## src/rtl/mem_port_arbiter.sv

```systemverilog
// Arbitrates an instruction-fetch port and a load/store port onto one single-port memory.
// Data normally wins contention; fetch wins after STARVE_MAX consecutive contended losses.
//
// state | meaning
// IDLE  | sample requests, latch winner's command
// ISSUE | m_req high for one cycle
// WAIT  | hold command, wait for m_ack, capture m_rdata
// RESP  | one-cycle ack to the winner
module mem_port_arbiter #(
  parameter int XLEN       = 32,
  parameter int STARVE_MAX = 4
) (
  input  logic            clk,
  input  logic            rst_n,
  input  logic            if_req,
  input  logic [XLEN-1:0] if_addr,
  output logic [XLEN-1:0] if_rdata,
  output logic            if_ack,
  input  logic            d_req,
  input  logic            d_we,
  input  logic [XLEN-1:0] d_addr,
  input  logic [XLEN-1:0] d_wdata,
  input  logic [3:0]      d_sel_byte,
  output logic [XLEN-1:0] d_rdata,
  output logic            d_ack,
  output logic            m_req,
  output logic            m_we,
  output logic [XLEN-3:0] m_addr,
  output logic [XLEN-1:0] m_wdata,
  output logic [3:0]      m_sel_byte,
  input  logic [XLEN-1:0] m_rdata,
  input  logic            m_ack
);

  typedef enum logic [1:0] {IDLE, ISSUE, WAIT, RESP} state_t;

  localparam int SW = $clog2(STARVE_MAX + 2);
  localparam logic [SW-1:0] STARVE_TOP = SW'(STARVE_MAX);

  state_t          state_q, state_d;
  logic [SW-1:0]   starve_q, starve_d;
  logic            gnt_d_q, gnt_d_d;
  logic            we_q, we_d;
  logic [XLEN-3:0] addr_q, addr_d;
  logic [XLEN-1:0] wdata_q, wdata_d;
  logic [3:0]      sel_q, sel_d;
  logic [XLEN-1:0] if_rdata_q, if_rdata_d;
  logic [XLEN-1:0] d_rdata_q, d_rdata_d;
  logic            data_wins;

  // Byte-offset bits have no meaning on a word-addressed memory.
  logic unused_addr_lsbs;
  assign unused_addr_lsbs = ^{if_addr[1:0], d_addr[1:0]};

  always_ff @(posedge clk) begin
    if (!rst_n) begin
      state_q    <= IDLE;
      starve_q   <= '0;
      gnt_d_q    <= 1'b0;
      we_q       <= 1'b0;
      addr_q     <= '0;
      wdata_q    <= '0;
      sel_q      <= 4'b0000;
      if_rdata_q <= '0;
      d_rdata_q  <= '0;
    end else begin
      state_q    <= state_d;
      starve_q   <= starve_d;
      gnt_d_q    <= gnt_d_d;
      we_q       <= we_d;
      addr_q     <= addr_d;
      wdata_q    <= wdata_d;
      sel_q      <= sel_d;
      if_rdata_q <= if_rdata_d;
      d_rdata_q  <= d_rdata_d;
    end
  end

  always_comb begin
    state_d    = state_q;
    starve_d   = starve_q;
    gnt_d_d    = gnt_d_q;
    we_d       = we_q;
    addr_d     = addr_q;
    wdata_d    = wdata_q;
    sel_d      = sel_q;
    if_rdata_d = if_rdata_q;
    d_rdata_d  = d_rdata_q;
    data_wins  = d_req && !(if_req && (starve_q == STARVE_TOP));

    case (state_q)
      IDLE: begin
        if (if_req || d_req) begin
          state_d = ISSUE;
          if (data_wins) begin
            gnt_d_d = 1'b1;
            we_d    = d_we;
            addr_d  = d_addr[XLEN-1:2];
            wdata_d = d_wdata;
            sel_d   = d_sel_byte;
            // data only wins contention below the limit, so this never overflows
            if (if_req) starve_d = starve_q + SW'(1);
          end else begin
            gnt_d_d  = 1'b0;
            we_d     = 1'b0;
            addr_d   = if_addr[XLEN-1:2];
            wdata_d  = '0;
            sel_d    = 4'b1111;
            starve_d = '0;
          end
        end
      end
      ISSUE: state_d = WAIT;
      WAIT: begin
        if (m_ack) begin
          state_d = RESP;
          if (gnt_d_q) d_rdata_d  = m_rdata;
          else         if_rdata_d = m_rdata;
        end
      end
      RESP:    state_d = IDLE;
      default: state_d = IDLE;
    endcase
  end

  assign m_req      = (state_q == ISSUE);
  assign m_we       = we_q;
  assign m_addr     = addr_q;
  assign m_wdata    = wdata_q;
  assign m_sel_byte = sel_q;
  assign if_ack     = (state_q == RESP) && !gnt_d_q;
  assign d_ack      = (state_q == RESP) && gnt_d_q;
  assign if_rdata   = if_rdata_q;
  assign d_rdata    = d_rdata_q;

endmodule

```

## config.mk

```make
export PLATFORM = sky130hd
export DESIGN_NAME = mem_port_arbiter
export DESIGN_NICKNAME = d
export VERILOG_FILES = /design/src/rtl/mem_port_arbiter.sv
export SDC_FILE = /design/constraint.sdc
export NUM_CORES = 1
export LEC_CHECK = 0
export ABC_AREA = 1
export BUFFER_PORTS_ARGS = -buffer_cell sky130_fd_sc_hd__buf_2
export CORE_ASPECT_RATIO = 1.75
export CORE_MARGIN = 2
export CORE_UTILIZATION = 48
export CTS_BUF_LIST = sky130_fd_sc_hd__clkbuf_4
export CTS_CLUSTER_SIZE = 24
export DETAILED_ROUTE_END_ITERATION = 6
export PLACE_DENSITY = 0.88
export SETUP_SLACK_MARGIN = 0.2
export SYNTH_ARGS = -nofsm -noshare
export SYNTH_HDL_FRONTEND = slang
export SYNTH_SLANG_ARGS = --single-unit
```

## constraint.sdc

```tcl
create_clock -name clk -period 1.96 [get_ports clk]
set_input_delay 0.392 -clock clk [delete_from_list [all_inputs] [get_ports clk]]
set_output_delay 0.392 -clock clk [all_outputs]
set_load 0.05 [all_outputs]
```

Word-level counts from Yosys, hierarchy flattened:

Cells that the tools add are included.

* eq/ne operators: 7
* reductions and logical operators: 13
* add/sub/neg operators: 1
* bitwise operators: 1
* multiplexer cells: 10

Operators by type and width (count)
* 2-to-1 mux 32 bit: 1
* 2-to-1 mux 30 bit: 1
* AND reduction 3 bit: 3
* case mux 2 bit (4 select lines): 1
* 2-to-1 mux 3 bit: 2
* inequality test 2 bit, second input constant: 3
* equality test 2 bit, second input constant: 2
* logical AND 1 bit: 4
* 2-to-1 mux 2 bit: 2
* 2-to-1 mux 4 bit: 1
* AND reduction 2 bit: 2
* adder 3 x 1 -> 3 bit, second input constant: 1
* equality test 3 bit, second input constant: 1
* equality test 2 x 1 -> 1 bit, second input constant: 1
* zero test 1 bit: 2
* zero test 2 bit: 1
* 2-to-1 mux 1 bit: 2
* logical OR 1 bit: 1
* NOT 1 bit: 1

* output and inout port bits: 134
* bits of input ports: 138
* logic and storage cells: 41
* bits in registers: 137

Longest topological paths before layout:

Gate-level depths: netlist (run 1).

* depth after elaboration: 6
* gate-level depth with buffers: 9
* mapped depth without buffers: 8

Worst setup path before layout (run 1):

No wires, ideal clock.

* path type: reg-to-output
* from: reg state_q[1]
* to: out if_ack
* cell stages (with the launch flop): 4
* required time: 1.568 ns
* buffers on the path: 0
* arrival time: 1.190 ns
* path slack: 0.378 ns
* cell sequence: dfxtp_1 -> ha_1 -> inv_1 -> nor2_1

* cells in the longest elaborated chain, start to end: 2

Ends and longest elaborated chain
* start: declaration: line 40 `state_t state_q, state_d;`
* start signal: assignment: line 67 `state_q <= state_d;`
* equality test 2 bit: line 131 `assign if_ack = (state_q == RESP) && !gnt_d_q;`
* logical AND 1 bit: line 131
* end: declaration: line 18 `output logic if_ack,`

Every way passes these cells.

Worst setup path after layout (run 1):

* from: reg state_q[0]
* to: out if_ack

The elaborated chain is that of the path after synthesis.

==> results of run 1 <==
## cell usage after synthesis
library cell	n	area (um^2)
nand3_1	63	315
xor2_1	1	8.76
ha_1	7	87.6
buf_1	5	18.8
o21ai_0	56	280
nor2_1	77	289
nor2_2	1	6.26
a21oi_1	99	495
nand3_2	1	10.0
buf_6	1	11.3
o21ai_2	1	8.76
dfxtp_1	137	2740
o21ai_1	13	65.1
buf_2	33	165
nand2_1	110	413
nand4_1	33	206
inv_1	103	387
buf_4	2	15.0
clkbuf_1	16	60.1
## per-layer routing
metal  up-vias  GRT usage  routed length [um]
li1       2932          -                   -
met1      2589      0.270                5900
met2       257      0.410                7850
met3        46     0.0607                1180
met4         0      0.128                 613
met5         -          0                   0
## critical path, delay by kind of cell, from the launching register on
family | cells | cell delay, ns
adder cells (fa/ha/maj) | 1 | 0.14
buffers and inverters | 2 | 0.20
flip-flops | 1 | 0.39
AND/OR/NAND/NOR | 1 | 0.10
## cell families after synthesis
kind of cell             count (synthesis)  share of synthesized area
AO/OA/AOI/OAI                          169                      0.152
XOR/XNOR                                 1                    0.00157
adder cells (fa/ha/maj)                  7                     0.0157
buffers and inverters                  160                      0.118
flip-flops                             137                      0.491
AND/OR/NAND/NOR                        285                      0.222
## final timing paths
| kind | slack, ns | startpoint | cells after the start | endpoint |
|---|---|---|---|---|
| max reg2reg | 0.31 | state_q[0] | 6 | d_rdata[11] |
| min | 0.10 | m_rdata[17] | 3 | if_rdata[17] |
| min reg2reg | 0.45 | d_rdata[20] | 2 | d_rdata[20] |
| max | 0.23 | state_q[0] | 4 | if_ack |
## layout make-up
class | instances | area share
clock buffers | 18 | 0.0183
inverters | 103 | 0.0523
repair buffers | 282 | 0.209
clock inverters | 13 | 0.0261
diodes | 2 | 0.000677
multi-input cells | 462 | 0.299
well taps | 135 | 0.0229
flip-flops and latches | 137 | 0.372
## registers in the layout, summed over array words and instances (netlist names)
| name | cells |
|---|---|
| d_rdata | 32 |
| gnt_d_q | 1 |
| if_rdata | 32 |
| m_addr | 30 |
| m_sel_byte | 4 |
| m_wdata | 32 |
| m_we | 1 |
| starve_q | 3 |
| state_q | 2 |
## report_power, final
part | switching (W) | internal [W]
Clock | 0.00107 | 0.00104
Combinational | 0.00327 | 0.00113
Sequential | 0.000267 | 0.00333
Total | 0.00461 | 0.00549
## what timing repair did
| item | 4_1_cts | 5_1_grt |
|---|---|---|
| setup buffers | 1 | 0 |
| setup endpoints to repair | 3 | 23 |
| pin swaps | 2 | 0 |
| gates resized for setup | 12 | 2 |
## through the flow
stage	cell area (um^2)	instances	setup slack [ns]	hold WS (ns)
floorplan	5590	759	0.378	0.457
global placement	7010	1118	0.382	0.428
detailed placement	7010	1118	0.340	0.433
CTS	7380	1150	0.183	0.0519
global route	7390	1152	0.102	0.0444
finish	7390	1152	0.231	0.100
==> results.sh, run 1 <==
export IMPL_critPathSlowestCell="dfxtp_2"
export IMPL_nets=1148
export IMPL_place_congestion=0.824
export IMPL_finalSetupViolCount=0
export IMPL_critPathCaptureType="output pin"
export IMPL_vias=5824
export IMPL_dieArea_um2=12500
export IMPL_io_buffers=267
export IMPL_numCtsBuffers=17
export IMPL_fill_cells=1024
export IMPL_clk_pin_slew_ns=0.13
export IMPL_final_cell_mix="264 x buf_2, 135 x dfxtp_1, 110 x nand2_1"
export IMPL_antenna_found_initial=2
export IMPL_cts_tree="built"
export IMPL_postRouteWirelength_um=15500
export IMPL_htree_levels=4
export IMPL_power_total_w=0.0101
export IMPL_status="finished, final reports clean"
export IMPL_finalClockSkew_ns=0.0149
export IMPL_cp_start_kind="register"
export IMPL_syn_inst=759
export IMPL_synth_nets=904
export IMPL_coreArea_um2=11500
export IMPL_fin_crit_ns=1.73
export IMPL_grt_overflow_total=0
export IMPL_multi_input_area_um2=2210
export IMPL_antenna_left=0
export IMPL_hpwl_um=10900
export IMPL_crit_type="register to output pin"
export IMPL_p_leak_nw=3.84
export IMPL_hold_buffers=0
export IMPL_drc_errors=0
export IMPL_yosys_warnings=0
export IMPL_ioPinCount=272
export IMPL_cap_violations=0
export IMPL_die_x_um=85.5
export IMPL_tns_ns=0
export IMPL_viasPerCell=5.06
export IMPL_clock_sinks=137
export IMPL_hold_viol=0
export IMPL_max_stage_delay_ns=0.39
export IMPL_clock_latency_ns=0.52
export IMPL_grt_usage=0.240
export IMPL_slew_headroom=0.724
export IMPL_grt_pass1_wl_um=24300
export IMPL_synth_area_um2=5590
export IMPL_ys_seq_area_frac=0.491
export IMPL_cp_max_fo=3
export IMPL_crit_chain="ha_4 -> inv_2 -> nor2_2 -> buf_6"
export IMPL_worst_slew_pin_slew_ns=0.414
export IMPL_syn2layout_area_growth_pct=32.3
export IMPL_cellPowerDensity_nw_per_um2=1370
export IMPL_cp_required_ns=1.57
export IMPL_synth_seq_cells=137
export IMPL_fin_util=0.646
export IMPL_synth_cell_types=19
export IMPL_cts_buffer_depth=2
export IMPL_grt_max_degree=64
export IMPL_cp_arrival_ns=1.34
export IMPL_cts_root_buf="clkbuf_4"
export IMPL_wl_per_cell_um=13.5
export IMPL_drt_initial_drc_count=244
export IMPL_fp_row_count=52
export IMPL_start_util=0.488
export IMPL_period_share=0.882
export IMPL_report_final_slew_viol_count=0
export IMPL_min_path_type="input port to register"
export IMPL_max_vdd_ir_drop_mv=0.875
export IMPL_rsz0062_at_grt="true"
export IMPL_dieHeight_um=147
export IMPL_first_global_vias=5225
export IMPL_layout_commonest_cell="buf_2"
export IMPL_maxClockFrequency_ghz=0.578
export IMPL_postSynthAreaPerCell_um2=7.36
export IMPL_regArea_um2=2750
export IMPL_final_layout_size_suffix_gt1_frac=0.319
export IMPL_firstDrtPassIters=5
(Power assumes the default switching activity.)
==> inputs of run 2 (changes only) <==
- ABC_AREA: 1 -> default
- CORE_UTILIZATION: 48 -> 47
==> run 2 against run 1 <==
Maximum frequency decreased by 2.5%; cell count fell by 12%; critical path depth fell by 1; hold slack worse by 0.011 ns; total power fell by 6.8%; setup slack got worse by 0.045 ns; wire length up 0.48%; combinational power shrank 7.5%; die area fell by 3.8%; final area decreased by 5.3%; synthesized cell count fell by 18%; critical endpoint unchanged; largest power group unchanged.
==> results.sh, run 2 <==
export IMPL_status="finished, final reports clean"
export IMPL_fin_area_um2=7000
export IMPL_cellPowerDensity_nw_per_um2=1350
export IMPL_die_x_um=83.9
export IMPL_critPathTopFamily="flip-flops"
export IMPL_antenna_found_initial=1
export IMPL_drt_initial_drc_count=246
export IMPL_postRouteWirelength_um=15600
export IMPL_power_switching_w=0.00439
export IMPL_vias=5531
export IMPL_coreArea_um2=11000
export IMPL_synth_nets=769
export IMPL_synthTopCellsByArea="dfxtp_1 52%, nand2_1 9.5%, a21oi_1 9.3%"
export IMPL_worst_slack_ns=0.186
export IMPL_placed_cell_area_um2=6670
export IMPL_grt_overflow_total=0
export IMPL_p_seq_frac=0.380
export IMPL_io_buffers=267
export IMPL_postSynthAreaPerCell_um2=8.42
export IMPL_maxClockFrequency_ghz=0.564
export IMPL_combPwrFrac=0.432
export IMPL_timing_hold_ws_ns=0.0898
export IMPL_layout_commonest_cell="buf_2"
export IMPL_rsz0062_at_grt="true"
export IMPL_fp_row_count=51
export IMPL_period_share=0.905
export IMPL_fin_util=0.634
export IMPL_numCtsBuffers=17
export IMPL_synth_common_cells="137 x dfxtp_1, 133 x nand2_1, 98 x a21oi_1"
export IMPL_clk_pin_slew_ns=0.14
export IMPL_final_cell_mix="264 x buf_2, 135 x dfxtp_1, 133 x nand2_1"
export IMPL_cp_start_kind="register"
export IMPL_async_flop_share=0
export IMPL_p_leak_nw=3.16
export IMPL_grt_usage=0.251
export IMPL_nets=1015
export IMPL_antenna_left=0
export IMPL_max_vdd_ir_drop_mv=0.920
export IMPL_hold_viol=0
export IMPL_cp_max_fo=3
export IMPL_firstDrtPassIters=5
export IMPL_p_int_w=0.00503
export IMPL_place_congestion=0.928
export IMPL_max_stage_delay_ns=0.39
export IMPL_dieArea_um2=12100
export IMPL_viasPerCell=5.44
export IMPL_worst_slew_pin_slew_ns=0.533
export IMPL_syn_inst=624
export IMPL_p_clk_frac=0.189
export IMPL_grt_pass1_wl_um=24400
export IMPL_cap_violations=0
export IMPL_clock_sinks=137
export IMPL_regArea_um2=2750
export IMPL_clock_latency_ns=0.54
export IMPL_synth_area_um2=5250
export IMPL_cts_buffer_depth=2
export IMPL_final_layout_size_suffix_gt1_frac=0.376
export IMPL_fin_crit_ns=1.77
export IMPL_finalSetupViolCount=0
export IMPL_place_ws_ns=0.210
export IMPL_synth_top_area_cell="dfxtp_1"
export IMPL_multi_input_area_um2=2230
export IMPL_drc_errors=0
export IMPL_slew_headroom=0.644
export IMPL_wl_per_cell_um=15.4
export IMPL_grt_max_degree=58
export IMPL_synth_seq_cells=137
export IMPL_synth_top_area_share=0.522
export IMPL_path_buf_inv=1
export IMPL_yosys_warnings=0
export IMPL_report_final_slew_viol_count=0
export IMPL_reg2reg_slack_ns=0.32
export IMPL_synth_edff_count=0
export IMPL_dieHeight_um=144
export IMPL_cp_required_ns=1.57
export IMPL_p_sw_frac=0.466
export IMPL_cts_root_buf="clkbuf_4"
export IMPL_critPathSlowestCell="dfxtp_2"
export IMPL_ioPinCount=272
export IMPL_crit_chain="ha_4 -> nor2b_2 -> buf_6"
export IMPL_synthFlopType="dfxtp_1"
export IMPL_synth_most_common_cell="dfxtp_1"
export IMPL_cp_arrival_ns=1.38
export IMPL_htree_levels=4
export IMPL_syn2layout_area_growth_pct=33.3
export IMPL_first_global_vias=5158
export IMPL_fill_cells=979
export IMPL_synth_cell_types=29
export IMPL_finalClockSkew_ns=0.0230
export IMPL_hpwl_um=10800
export IMPL_cts_tree="built"
export IMPL_tns_ns=0
export IMPL_critPathCaptureType="output pin"
export IMPL_crit_type="register to output pin"
export IMPL_ys_seq_area_frac=0.522
export IMPL_start_util=0.476
export IMPL_min_path_type="input port to register"
## run 2: changes by cell type after synthesis, moves of 4 or more
| cell | delta |
|---|---|
| inv_1 | -97 |
| nand3_1 | -62 |
| nor2_1 | -44 |
| a32oi_1 | +33 |
| nand4_1 | -31 |
| a31oi_1 | +30 |
| nand2_1 | +23 |
| clkbuf_1 | +9 |
| o21ai_1 | -8 |
| buf_2 | -6 |
| o221a_2 | +4 |
## run 2: stage by stage
step,instances,power [W]
finish,1016,0.00942
global route,1016,0.00988
CTS,1015,0.00943
floorplan,624,0.00659
detailed placement,982,0.00760
global placement,982,0.00755
## run 2: repair_timing
item	CTS	global route
pin swaps	0	0
setup endpoints to repair	3	39
resized for setup	12	5
hold buffers	0	0
setup buffers	1	0
## run 2: kinds of logic (layout without fill, tap and decap cells)
family / after synthesis / in the layout / share of synthesized area
other: 0 / 1 / 0
AND/OR/NAND/NOR: 183 / 183 / 0.141
flip-flops: 137 / 137 / 0.522
adder cells (fa/ha/maj): 7 / 7 / 0.0167
AO/OA/AOI/OAI: 232 / 232 / 0.261
buffers and inverters: 65 / 324 / 0.0586
## run 2: power groups by stage
stage	Clock (W)	Combinational [W]	Sequential [W]
6_report	0.00178	0.00407	0.00358
5_1_grt	0.00193	0.00432	0.00363
4_1_cts	0.00182	0.00405	0.00357
3_5_place_dp	0	0.00400	0.00360
3_3_place_gp	0	0.00395	0.00360
2_1_floorplan	0	0.00127	0.00532
## run 2: metal layers
layer / GRT usage / vias up / part of all wire
li1: - / 2676 / -
met3: 0.0592 / 28 / 0.067
met1: 0.279 / 2572 / 0.37
met4: 0.122 / 0 / 0.026
met5: 0 / - / 0
met2: 0.448 / 255 / 0.54
## run 2: worst register-to-register path: stages, from the launching register on
cell	delay (ns)
dfxtp_2	0.36
inv_1	0.12
ha_1	0.33
and2_1	0.27
nand2_1	0.16
o221a_2	0.31
## run 2: final timing paths
check                           depth (start not counted)       endpoint         from
worst max-delay path                                    3         if_ack   state_q[0]
worst min register to register                          2    d_rdata[27]  d_rdata[27]
worst max register to register                          5  m_sel_byte[3]   state_q[0]
worst min-delay path                                    3     m_addr[13]  if_addr[15]
## run 2: final cells by class
class,instances,area share
Sequential cell,137,0.392
Multi-Input combinational cell,422,0.319
Timing Repair Buffer,286,0.223
Tap cell,132,0.0236
Clock inverter,15,0.0202
Clock buffer,17,0.0182
Inverter,6,0.00322
Antenna cell,1,0.000357
==> inputs of run 3 (changes only) <==
- CORE_MARGIN: 2 -> 5
- RECOVER_POWER: default -> 100
==> run 3 against run 2 <==
Via count grew 0.25%; non-clock buffer count is 4 lower; maximum frequency fell by 1.4%.
==> results.sh, run 3 (synthesis results as in run 2) <==
export IMPL_status="finished, final reports clean"
export IMPL_crit_chain="ha_4 -> nor2b_2 -> buf_6"
export IMPL_grt_overflow_total=0
export IMPL_fp_row_count=51
export IMPL_placed_cell_area_um2=6640
export IMPL_cts_tree="built"
export IMPL_r2r_start="state_q[0]"
export IMPL_reg2reg_slack_ns=0.20
export IMPL_syn2layout_area_growth_pct=30.3
export IMPL_cellPowerDensity_nw_per_um2=1390
export IMPL_crit_type="register to output pin"
export IMPL_tns_ns=0
export IMPL_critPathTopFamily="flip-flops"
export IMPL_max_vdd_ir_drop_mv=0.834
export IMPL_hpwl_um=11600
export IMPL_wl_per_cell_um=16.2
export IMPL_drc_errors=0
export IMPL_drt_initial_drc_count=209
export IMPL_htree_levels=4
export IMPL_postRouteWirelength_um=16400
export IMPL_hold_viol=0
export IMPL_antenna_found_initial=2
export IMPL_use_met2=0.410
export IMPL_maxClockFrequency_ghz=0.556
export IMPL_critPathCaptureType="output pin"
export IMPL_finalSetupViolCount=0
export IMPL_grt_pass1_wl_um=25600
export IMPL_dieArea_um2=13500
export IMPL_worst_slew_pin_slew_ns=0.770
export IMPL_finalClockSkew_ns=0.0199
export IMPL_cp_max_fo=3
export IMPL_viasPerCell=5.48
export IMPL_nets=1011
export IMPL_final_layout_size_suffix_gt1_frac=0.235
export IMPL_rsz0062_at_grt="true"
export IMPL_min_path_type="input port to register"
export IMPL_start_util=0.476
export IMPL_cp_required_ns=1.57
export IMPL_multi_input_area_um2=2220
export IMPL_cap_violations=0
export IMPL_period_share=0.918
export IMPL_grt_use_met3=0.0694
export IMPL_max_stage_delay_ns=0.43
export IMPL_report_final_slew_viol_count=0
export IMPL_dieHeight_um=150
export IMPL_cts_buffer_depth=2
export IMPL_place_congestion=0.816
export IMPL_cts_root_buf="clkbuf_4"
export IMPL_fill_cells=1051
export IMPL_regArea_um2=2750
export IMPL_layout_commonest_cell="dfxtp_1"
export IMPL_numCtsBuffers=17
export IMPL_hold_path_depth=3
export IMPL_io_buffers=267
export IMPL_clk_pin_slew_ns=0.13
export IMPL_ioPinCount=272
export IMPL_grt_max_degree=65
export IMPL_clock_latency_ns=0.51
export IMPL_firstDrtPassIters=5
export IMPL_p_leak_nw=2.65
export IMPL_min_delay_worst_endpoint="if_rdata[15]"
export IMPL_slew_headroom=0.486
export IMPL_cp_num_cells=3
export IMPL_hold_buffers=0
export IMPL_grt_usage=0.230
export IMPL_coreArea_um2=11000
export IMPL_die_x_um=89.9
export IMPL_r2r_end="m_addr[2]"
export IMPL_reg2reg_depth=6
export IMPL_first_global_vias=5354
export IMPL_cp_arrival_ns=1.41
export IMPL_final_cell_mix="135 x dfxtp_1, 133 x nand2_1, 133 x buf_2"
export IMPL_cp_start_kind="register"
export IMPL_top_usage_layer="met2"
export IMPL_met1_usage=0.241
export IMPL_min_delay_start="m_rdata[15]"
export IMPL_clock_sinks=137
export IMPL_fin_area_um2=6850
export IMPL_fin_crit_ns=1.80
export IMPL_path_buf_inv=1
export IMPL_vias=5545
export IMPL_antenna_left=0
export IMPL_critPathSlowestCell="dfxtp_1"
-- run 3: cell types whose count changed in the layout (fill, tap and decap cells not counted), moves of 2 or more --
cell        delta
and2_0         +2
and2_1         -2
buf_2        -131
buf_4          -5
bufinv_16      +3
clkbuf_1     +119
clkbuf_2      +13
clkinv_4       +2
clkinvlp_4     -2
inv_6          -3
o21ai_0        +2
-- run 3: tightest hold or removal path, cell delays in order --
cell and delay [ns]:
buf_2 0.10, nand2_1 0.05, a21oi_1 0.05
-- run 3: area by class of cell --
class / count / area share
clock inverter: 14 / 0.0287
tap: 132 / 0.0241
inverter: 6 / 0.00329
antenna: 2 / 0.000731
timing repair buffer: 282 / 0.200
multi-input combinational: 422 / 0.324
clock buffer: 17 / 0.0186
sequential: 137 / 0.401
-- run 3: routing by layer --
layer / routed length, um / up-vias
met3: 1190 / 51
met4: 716 / 0
met1: 5640 / 2568
met2: 8840 / 257
li1: - / 2669
met5: 0 / -
-- run 3: worst max-delay path by stage --
stage                           start  slack (ns)    endpoint
after global routing       state_q[0]        0.07   m_addr[2]
after detailed placement  starve_q[0]        0.08   m_addr[2]
after floorplan            state_q[1]        0.35      if_ack
final                      state_q[0]        0.16      if_ack
after global placement         if_req        0.21  m_addr[28]
after CTS                  state_q[0]        0.16      if_ack
-- run 3: metrics by stage --
step	utilization	instances	power [W]	hold WS (ns)	worst slack [ns]
floorplan	-	624	0.00659	0.453	0.353
global placement	0.601	978	0.00754	0.439	0.206
detailed placement	0.601	978	0.00761	0.443	0.0848
CTS	0.633	1010	0.00970	0.0601	0.156
global route	0.620	1012	0.00999	0.0465	0.0684
finish	0.620	1012	0.00951	0.112	0.161
-- run 3: repair_timing --
item | in CTS | in global routing
endpoints found under the hold margin | 0 | 0
buffers inserted | 1 | 0
resized for setup | 9 | 10
setup endpoints to repair | 28 | 37
-- run 3: where the power goes --
group	internal (W)	total, W	switching (W)
sequential	0.00331	0.00360	0.000290
combinational	0.000872	0.00385	0.00298
clock	0.00101	0.00206	0.00105
total	0.00519	0.00951	0.00431
